### src/rtl/arb_rr_bin.sv
// rtl/arb_rr_bin.sv - round-robin arbiter with hold limit, binary and one-hot grant
//
// bin2oht: binary index to one-hot decoder.
//   vld  in   1          decode enable; oht is all zeros when low
//   bin  in   WIDTH_LOG  binary index, expected < WIDTH
//   oht  out  WIDTH      one-hot decode of bin
//
// arb_rr_bin: shares one resource between WIDTH requesters.
//   clk      in   1          clock
//   rst_n    in   1          asynchronous active-low reset
//   req      in   WIDTH      request vector, held high while wanting/holding the resource
//   gnt_vld  out  1          a grant is active
//   gnt_bin  out  WIDTH_LOG  index of the granted requester, 0 when idle
//   gnt_oht  out  WIDTH      one-hot grant, all zeros when idle
//   pre      out  1          pulse in the first cycle of a grant created by preemption

module bin2oht #(
    parameter  int WIDTH          = 8,
    parameter  int SPLIT          = 2,
    parameter  int IMPLEMENTATION = 0,
    localparam int WIDTH_LOG      = $clog2(WIDTH)
) (
    input  logic                 vld,
    input  logic [WIDTH_LOG-1:0] bin,
    output logic [WIDTH-1:0]     oht
);

    localparam int GROUPS = (WIDTH + SPLIT - 1) / SPLIT;

    generate
        if (IMPLEMENTATION == 0) begin : g_tree
            // Two-level decode: the index is split into a group number (upper
            // bits) and a position inside the group (lower log2(SPLIT) bits).
            // Each output is the AND of one group line and one position line.
            logic [GROUPS-1:0] hi_hit;
            logic [SPLIT-1:0]  lo_hit;

            always_comb begin
                hi_hit = '0;
                lo_hit = '0;
                oht    = '0;
                for (int g = 0; g < GROUPS; g++) begin
                    hi_hit[g] = vld && ((32'(bin) / SPLIT) == g);
                end
                for (int j = 0; j < SPLIT; j++) begin
                    lo_hit[j] = ((32'(bin) % SPLIT) == j);
                end
                for (int i = 0; i < WIDTH; i++) begin
                    oht[i] = hi_hit[i / SPLIT] && lo_hit[i % SPLIT];
                end
            end
        end else begin : g_flat
            always_comb begin
                oht = '0;
                for (int i = 0; i < WIDTH; i++) begin
                    oht[i] = vld && (32'(bin) == i);
                end
            end
        end
    endgenerate

endmodule

module arb_rr_bin #(
    parameter  int WIDTH          = 8,
    parameter  int SPLIT          = 2,
    parameter  int HOLD           = 16,
    parameter  int IMPLEMENTATION = 0,
    localparam int WIDTH_LOG      = $clog2(WIDTH)
) (
    input  logic                 clk,
    input  logic                 rst_n,
    input  logic [WIDTH-1:0]     req,
    output logic                 gnt_vld,
    output logic [WIDTH_LOG-1:0] gnt_bin,
    output logic [WIDTH-1:0]     gnt_oht,
    output logic                 pre
);

    localparam int CNT_W = (HOLD > 1) ? $clog2(HOLD) : 1;

    typedef enum logic {
        IDLE = 1'b0,
        BUSY = 1'b1
    } state_t;

    state_t               state_q, state_d;
    logic [WIDTH_LOG-1:0] gnt_bin_q, gnt_bin_d;
    logic [WIDTH_LOG-1:0] ptr_q, ptr_d;
    logic                 pre_q, pre_d;

    logic [WIDTH-1:0]     owner_oh;
    logic [WIDTH-1:0]     others;
    logic [WIDTH_LOG-1:0] pick_all;
    logic [WIDTH_LOG-1:0] pick_oth;
    logic                 restart;   // a new tenure starts at this edge
    logic                 hold_exp;  // current owner has used up its tenure

    // First set bit of cand scanning ptr+1, ptr+2, ... modulo WIDTH.
    // Returns 0 when cand is empty; callers qualify with |cand.
    function automatic logic [WIDTH_LOG-1:0] rr_pick(
        input logic [WIDTH-1:0]     cand,
        input logic [WIDTH_LOG-1:0] ptr
    );
        logic [WIDTH_LOG-1:0] pick;
        logic                 hit;
        int                   idx;
        pick = '0;
        hit  = 1'b0;
        for (int k = 1; k <= WIDTH; k++) begin
            idx = int'(ptr) + k;
            if (idx >= WIDTH) begin
                idx = idx - WIDTH;
            end
            if (!hit && cand[idx]) begin
                hit  = 1'b1;
                pick = WIDTH_LOG'(idx);
            end
        end
        return pick;
    endfunction

    assign owner_oh = WIDTH'(1) << gnt_bin_q;
    assign others   = req & ~owner_oh;
    assign pick_all = rr_pick(req, ptr_q);
    assign pick_oth = rr_pick(others, ptr_q);

    always_comb begin
        state_d   = state_q;
        gnt_bin_d = gnt_bin_q;
        pre_d     = 1'b0;
        restart   = 1'b0;
        unique case (state_q)
            IDLE: begin
                if (|req) begin
                    state_d   = BUSY;
                    gnt_bin_d = pick_all;
                    restart   = 1'b1;
                end
            end
            BUSY: begin
                if (req[gnt_bin_q]) begin
                    if (hold_exp && |others) begin
                        gnt_bin_d = pick_oth;
                        pre_d     = 1'b1;
                        restart   = 1'b1;
                    end
                end else if (|req) begin
                    // Owner released with others waiting: hand over with no
                    // idle cycle. A simultaneous expiry counts as a release.
                    gnt_bin_d = pick_all;
                    restart   = 1'b1;
                end else begin
                    state_d   = IDLE;
                    gnt_bin_d = '0;
                end
            end
            default: begin
                state_d   = IDLE;
                gnt_bin_d = '0;
            end
        endcase
    end

    // The pointer tracks the latest grant only; it stays put while idle so the
    // next idle grant continues the rotation from the last owner.
    assign ptr_d = restart ? gnt_bin_d : ptr_q;

    always_ff @(posedge clk or negedge rst_n) begin
        if (!rst_n) begin
            state_q   <= IDLE;
            gnt_bin_q <= '0;
            ptr_q     <= WIDTH_LOG'(WIDTH - 1);
            pre_q     <= 1'b0;
        end else begin
            state_q   <= state_d;
            gnt_bin_q <= gnt_bin_d;
            ptr_q     <= ptr_d;
            pre_q     <= pre_d;
        end
    end

    generate
        if (HOLD != 0) begin : g_hold
            logic [CNT_W-1:0] cnt_q, cnt_d;

            // Counts cycles of the current tenure, saturating at HOLD-1 so an
            // uncontested owner keeps the expiry flag without wrapping.
            always_comb begin
                cnt_d = cnt_q;
                if (restart || (state_q == IDLE)) begin
                    cnt_d = '0;
                end else if (cnt_q != CNT_W'(HOLD - 1)) begin
                    cnt_d = cnt_q + CNT_W'(1);
                end
            end

            always_ff @(posedge clk or negedge rst_n) begin
                if (!rst_n) begin
                    cnt_q <= '0;
                end else begin
                    cnt_q <= cnt_d;
                end
            end

            assign hold_exp = (cnt_q == CNT_W'(HOLD - 1));
        end else begin : g_no_hold
            assign hold_exp = 1'b0;
        end
    endgenerate

    assign gnt_vld = (state_q == BUSY);
    assign gnt_bin = gnt_bin_q;
    assign pre     = pre_q;

    bin2oht #(
        .WIDTH          (WIDTH),
        .SPLIT          (SPLIT),
        .IMPLEMENTATION (IMPLEMENTATION)
    ) u_bin2oht (
        .vld (gnt_vld),
        .bin (gnt_bin_q),
        .oht (gnt_oht)
    );

endmodule

### config.mk
export PLATFORM = sky130hd
export DESIGN_NAME = arb_rr_bin
export DESIGN_NICKNAME = d
export VERILOG_FILES = /design/src/rtl/arb_rr_bin.sv
export SDC_FILE = /design/constraint.sdc
export NUM_CORES = 1
export LEC_CHECK = 0
export CORE_MARGIN = 1.5
export CORE_UTILIZATION = 32
export DETAILED_ROUTE_END_ITERATION = 10
export GPL_ROUTABILITY_DRIVEN = 0
export GPL_TIMING_DRIVEN = 0
export HOLD_SLACK_MARGIN = 0.08
export PLACE_DENSITY = 0.6
export SYNTH_ARGS = -nofsm -noshare
export SYNTH_HDL_FRONTEND = slang
export SYNTH_SLANG_ARGS = --single-unit
export TNS_END_PERCENT = 5
### constraint.sdc
create_clock -name clk -period 6.6 [get_ports clk]
set_input_delay 1.32 -clock clk [delete_from_list [all_inputs] [get_ports clk]]
set_output_delay 1.32 -clock clk [all_outputs]
set_load 0.005 [all_outputs]
==> out/qor.txt, run 1 <==
run status - complete, no violations
CP max FO - 10
Worst slew margin - 0.383
initial core utilization - 0.329
Critical Path End Type - flop
number of diodes - 0
Fmax - 227 MHz
largest net degree at the start of global routing - 13
worst slew pin tran - 0.919 ns
largest family of logic cells by synthesized area - multiplexers
RSZ-0062 raised after global routing - no
post-synthesis instance total - 310
Hold Buf Count CTS - 0
First DRT Iteration DRCs - 298
Netlist cell types - 75
fraction of registers with async set/reset - 1.00
CTS tree - built
Seq/Total Area, Yosys - 0.112
clk buf depth - 2
Ports - 23
Mean Syn Cell Area - 8.73 sq um
CP startpoint kind - flop
Crit Path Category - flop to flop
post-CTS setup buffer count - 0
vias post-DR - 2841
Core Area - 8220 sq um
die area - 9020 sq um
area occupied by multi-input gates - 2170 sq um
Root Buffer - clkbuf_8
Most used DFF post-synth - dfrtp_1
Post-route DRC - 0
Die Height - 95.0 um
Min-Delay Path Class - flop to flop
CTS H-tree lvls - 1
Synth Area in Simple Gates - 0.184
Worst path max stage delay - 0.55 ns
Tmin final - 4.40 ns
Synthesis Warnings - 0
reported max-cap violation count - 0
critical-path cell list - buf_6 > buf_12 > buf_4 > inv_1 > ha_1 > buf_2 > clkbuf_1 > mux4_2 > mux2i_1 > nand4_1 > o211ai_1 > a221o_1 > o311ai_0
vias in the first global route - 2721
Global Route Usage Sum - 0.203
PortBufs - 22
# nets final - 350
WP data required - 6.69 ns
post-DR wirelength/cell - 19.7 um
WP data arrival - 4.49 ns
Reg area - 304 sq um
DP HPWL - 6640 um
DRT Pass-1 Iters - 5
Setup-failing EPs final - 0
gr ovfl total - 0
Max Slew Vio Count - 0
Synth Area in Compound Gates - 0.277
clk sinks - 12
area fraction of the dominant cell type after synthesis - 0.158
Area Growth Syn to Fin - 15.0%
Post-synth EDFFs - 0
net count after synthesis - 323
CTS buffer count - 3
global-route wire length before repair - 14200 um
initial antenna violation count - 0
cell taking the most area after synthesis - mux4_2
worst skew pair latency - 0.24 ns
clk_skew - 0.00118 ns
setup_tns - 0 ns
fin crit share - 0.667
top cells by count, synth - nor2_1, nand2_1, mux2i_1, mux4_2, clkbuf_1
Die Wd - 95.0 um
post-CTS sizing - 0
Final ANT Viol Nets - 0
final hold vios - 0
Synth Area in Adders - 0.0139
Clock Pin Slew Worst Setup and Hold Paths - 0.05 ns
Vias/cell - 6.44
Seq cells post-synth - 12
filler cell count - 832
Post-Synth XOR/XNOR Area - 0.0217
Synth area leaders - mux4_2, mux2i_1, dfrtp_1, nor2_1, nand2_1
wirelength, routed - 8680 um
slowest CP cell - dfstp_2
most numerous cell in the Yosys netlist - nor2_1
mux contribution to synthesized area - 0.305
share of layout cells above drive strength 1 - 0.202
Cell Rows - 33
Cell Area, Synth - 2710 sq um
cells by family (layout without fill, tap and decap cells):
logic type | count (synthesis) | count (layout)
flip-flops | 12 | 12
XOR/XNOR | 5 | 5
AND/OR/NAND/NOR | 99 | 99
multiplexers | 54 | 54
buffers and inverters | 37 | 63
adder cells (fa/ha/maj) | 3 | 3
AO/OA/AOI/OAI | 100 | 100
final timing paths:
kind	from	endpoint	slack, ns	cells past startpoint
min	g_hold.cnt_q[3]$_DFFE_PN0P_	g_hold.cnt_q[3]$_DFFE_PN0P_	0.50	1
max in group asynchronous	rst_n	ptr_q[0]$_DFFE_PN1P_	4.82	1
min in group asynchronous	rst_n	pre$_DFF_PN0_	1.42	1
max reg2reg	ptr_q[0]$_DFFE_PN1P_	gnt_bin[1]$_DFF_PN0_	2.20	13
min reg2reg	g_hold.cnt_q[3]$_DFFE_PN0P_	g_hold.cnt_q[3]$_DFFE_PN0P_	0.50	1
max	ptr_q[0]$_DFFE_PN1P_	gnt_bin[1]$_DFF_PN0_	2.20	13
through the flow:
step / util / worst slack, ns / instances / hold WS [ns] / instance area (sq um)
after detailed placement: 0.372 / 2.32 / 437 / 0.494 / 3060
after global routing: 0.379 / 1.99 / 441 / 0.563 / 3110
final: 0.379 / 2.20 / 441 / 0.503 / 3110
after CTS: 0.379 / 2.27 / 441 / 0.508 / 3110
after global placement: 0.372 / 2.32 / 437 / 0.493 / 3060
after floorplan: - / 3.14 / 310 / 0.471 / 2710
final cells by class:
type,count,share of cell area
Sequential cell,12,0.0977
Tap cell,105,0.0422
Inverter,10,0.0121
Timing Repair Buffer,22,0.0707
Clock buffer,4,0.0177
Buffer,27,0.0623
Multi-Input combinational cell,261,0.697
routing by layer:
layer,up-vias,share of wire,wire (um),GRT usage
met2,133,0.45,3940,0.318
met5,-,0,0,0
met1,1393,0.46,3990,0.290
li1,1294,-,-,-
met4,0,0.030,262,0.0609
met3,21,0.056,485,0.0250
state kept, by name, indices dropped and copies added, names as in the netlist:
signal / count
g_hold.cnt_q: 4
gnt_vld: 1
ptr_q: 3
pre: 1
gnt_bin: 3
cells in the final DEF, fill, tap and decap left out, types with 3 or more instances in the layout:
cell type        count
mux2_2               8
a22oi_1              3
o21ai_0             12
buf_6                4
ha_1                 3
clkdlybuf4s50_1     22
mux4_2              19
dfstp_2              3
a211oi_1             7
o22ai_1              5
mux2i_1             24
nor3_1               4
o221ai_1             6
o211ai_1             7
a31oi_1              4
nor2_1              30
nand2_1             27
clkbuf_8             8
nand2b_1             5
nand4_1              5
clkbuf_1            14
nand3_1             10
o2111ai_1            3
a21oi_1             13
inv_1                9
dfrtp_1              9
a21o_1               7
worst max-delay path: cells and delay by family (launching register included):
family,cells,cell delay [ns]
buffers and inverters,6,1.49
multiplexers,2,0.86
AO/OA/AOI/OAI,3,0.66
flip-flops,1,0.55
adder cells (fa/ha/maj),1,0.43
AND/OR/NAND/NOR,1,0.25
Power of run 1 is left out: the tool's default activity adds up to more than one toggle a clock period on the data nets, which glitch-free logic cannot reach.
==> run 2, diff against run 1 <==
Settings changed: PLACE_DENSITY 0.6 to 0.62.
Clock period 6.6 ns to 3.8 ns, I/O delays scaled along.
==> run 2 against run 1 <==
Highest routed layer unchanged; core utilization grew 0.91 points; wire length down 0.53%; hold slack gained 0.010 ns; critical endpoint is now ptr_q[2]$_DFFE_PN1P_; worst setup slack got worse by 2.0 ns.
==> out/qor.txt, run 2 (synthesized netlist as in run 1, its figures left out) <==
run status - complete, no violations
filler cell count - 790 (-5.0%)
CTS tree - built
Final ANT Viol Nets - 0 (unchanged)
Most flops, register - g_hold.cnt_q
initial core utilization - 0.329 (unchanged)
CP startpoint kind - flop
worst skew pair latency - 0.24 ns (about the same)
Clock Pin Slew Worst Setup and Hold Paths - 0.05 ns (about the same)
share of layout cells above drive strength 1 - 0.226 (+0.0231)
hold slack - 0.513 ns (+0.0103 ns)
WP data required - 3.98 ns (-2.71 ns)
largest net degree at the start of global routing - 13 (unchanged)
reg2reg setup slack - 0.17 ns (-2.02 ns)
Cell Rows - 33 (unchanged)
Root Buffer - clkbuf_8
PortBufs - 22 (unchanged)
gr ovfl total - 0 (unchanged)
Reg2Reg Depth - 14 (+1)
Area Growth Syn to Fin - 17.8%
final hold vios - 0 (unchanged)
Setup-failing EPs final - 0 (unchanged)
initial antenna violation count - 0 (unchanged)
clk buf depth - 2 (unchanged)
Crit Path Category - flop to flop
Die Wd - 95.0 um (unchanged)
wirelength, routed - 8630 um (-0.53%)
fin crit share - 0.954 (+0.287)
Ports - 23 (unchanged)
Max Slew Vio Count - 0 (unchanged)
WP data arrival - 3.81 ns (-0.68 ns)
die area - 9020 sq um (unchanged)
global-route wire length before repair - 13900 um (-2.2%)
worst slew pin tran - 0.792 ns (-0.126 ns)
vias post-DR - 2844 (+0.11%)
Post-route DRC - 0 (unchanged)
most frequent cells in the layout - nor2_1, nand2_1, mux2i_1
vias in the first global route - 2684 (-1.4%)
Die Height - 95.0 um (unchanged)
DRT Pass-1 Iters - 5 (unchanged)
clk_skew - 0.00326 ns (+0.00208 ns)
Fmax - 276 MHz (+21%)
RR Startpoint - ptr_q[0]$_DFFE_PN1P_
DP HPWL - 6520 um (-1.9%)
reg-to-reg endpoint - ptr_q[2]$_DFFE_PN1P_
Hold Startpoint - g_hold.cnt_q[3]$_DFFE_PN0P_
Global Route Usage Sum - 0.199 (-0.00459)
Min-Delay Path Class - flop to flop
Worst slew margin - 0.468 (+0.0849)
clk sinks - 12 (unchanged)
Endpoint, Worst Hold - g_hold.cnt_q[3]$_DFFE_PN0P_
Hold Path Stages - 1 (unchanged)
post-DR wirelength/cell - 19.5 um (-0.76%)
Largest register FFs - 4 (unchanged)
CTS buffer count - 3 (unchanged)
First DRT Iteration DRCs - 321 (+7.7%)
CTS H-tree lvls - 1 (unchanged)
Vias/cell - 6.43 (-0.12%)
RSZ-0062 raised after global routing - no
# nets final - 351 (+0.29%)
Core Area - 8220 sq um (unchanged)
Tmin final - 3.63 ns (-0.775 ns)
reported max-cap violation count - 0 (unchanged)
commonest non-fill, non-tap cell in the layout - nor2_1
number of diodes - 0 (unchanged)
Critical Path End Type - flop
CP max FO - 10 (unchanged)
Hold Buf Count CTS - 0 (unchanged)
-- run 2: cell type report --
cell class	count	area [sq um]	area share
Tap cell	105	131	0.0412
Timing Repair Buffer	24	235	0.0738
Sequential cell	12	304	0.0954
Inverter	10	41.3	0.0130
Multi-Input combinational cell	261	2220	0.695
Clock buffer	4	55.1	0.0173
Buffer	26	205	0.0644
-- run 2: through the flow --
stage,setup slack (ns),setup TNS (ns),util,cell area [sq um],instances
6_report,0.174,0,0.388,3190,442
5_1_grt,0.00934,0,0.388,3190,442
4_1_cts,0.0126,0,0.383,3140,441
3_5_place_dp,-0.470,-2.38,0.372,3060,437
3_3_place_gp,-0.470,-2.48,0.372,3060,437
2_1_floorplan,0.343,0,-,2710,310
-- run 2: worst max-delay path by stage --
stage,startpoint,to,slack (ns),depth (start not counted)
after floorplan,ptr_q[0]$_DFFE_PN1P_,ptr_q[2]$_DFFE_PN1P_,0.34,15
after global placement,ptr_q[0]$_DFFE_PN1P_,gnt_bin[0]$_DFF_PN0_,-0.47,14
after detailed placement,ptr_q[0]$_DFFE_PN1P_,gnt_bin[1]$_DFF_PN0_,-0.47,14
after CTS,ptr_q[0]$_DFFE_PN1P_,ptr_q[2]$_DFFE_PN1P_,0.01,15
after global routing,ptr_q[0]$_DFFE_PN1P_,ptr_q[2]$_DFFE_PN1P_,0.009,14
final,ptr_q[0]$_DFFE_PN1P_,ptr_q[2]$_DFFE_PN1P_,0.17,14
-- run 2: routing by layer --
layer,wire length [um],vias up,global-route usage,part of all wire
met2,3880,151,0.304,0.45
li1,-,1292,-,-
met5,0,-,0,0
met3,659,33,0.0354,0.076
met4,326,0,0.0759,0.038
met1,3770,1368,0.276,0.44
-- run 2: worst max-delay path, stage by stage, from the launching register on --
cell        delay, ns
dfstp_2          0.54
buf_6            0.15
buf_12           0.15
buf_6            0.16
clkinvlp_4       0.15
ha_4             0.27
inv_1            0.13
clkbuf_1         0.51
a211oi_1         0.10
a221oi_1         0.30
o221ai_1         0.17
a211oi_1         0.34
a221oi_2         0.08
o2111ai_2        0.31
mux2_4           0.20
-- run 2: repair_timing --
item	in CTS	in global routing
gates cloned	0	0
setup buffers	0	2
endpoints found under the setup margin	6	6
resized for setup	7	7
endpoints found under the hold margin	0	0
Power of run 2 is left out for the same reason.
==> run 3, diff against run 2 <==
Settings changed: SLEW_MARGIN set to 20.
==> results of run 3 <==
Same layout as run 2: the final DEF is identical, and so are final timing and power.
Power of run 3 is left out for the same reason.
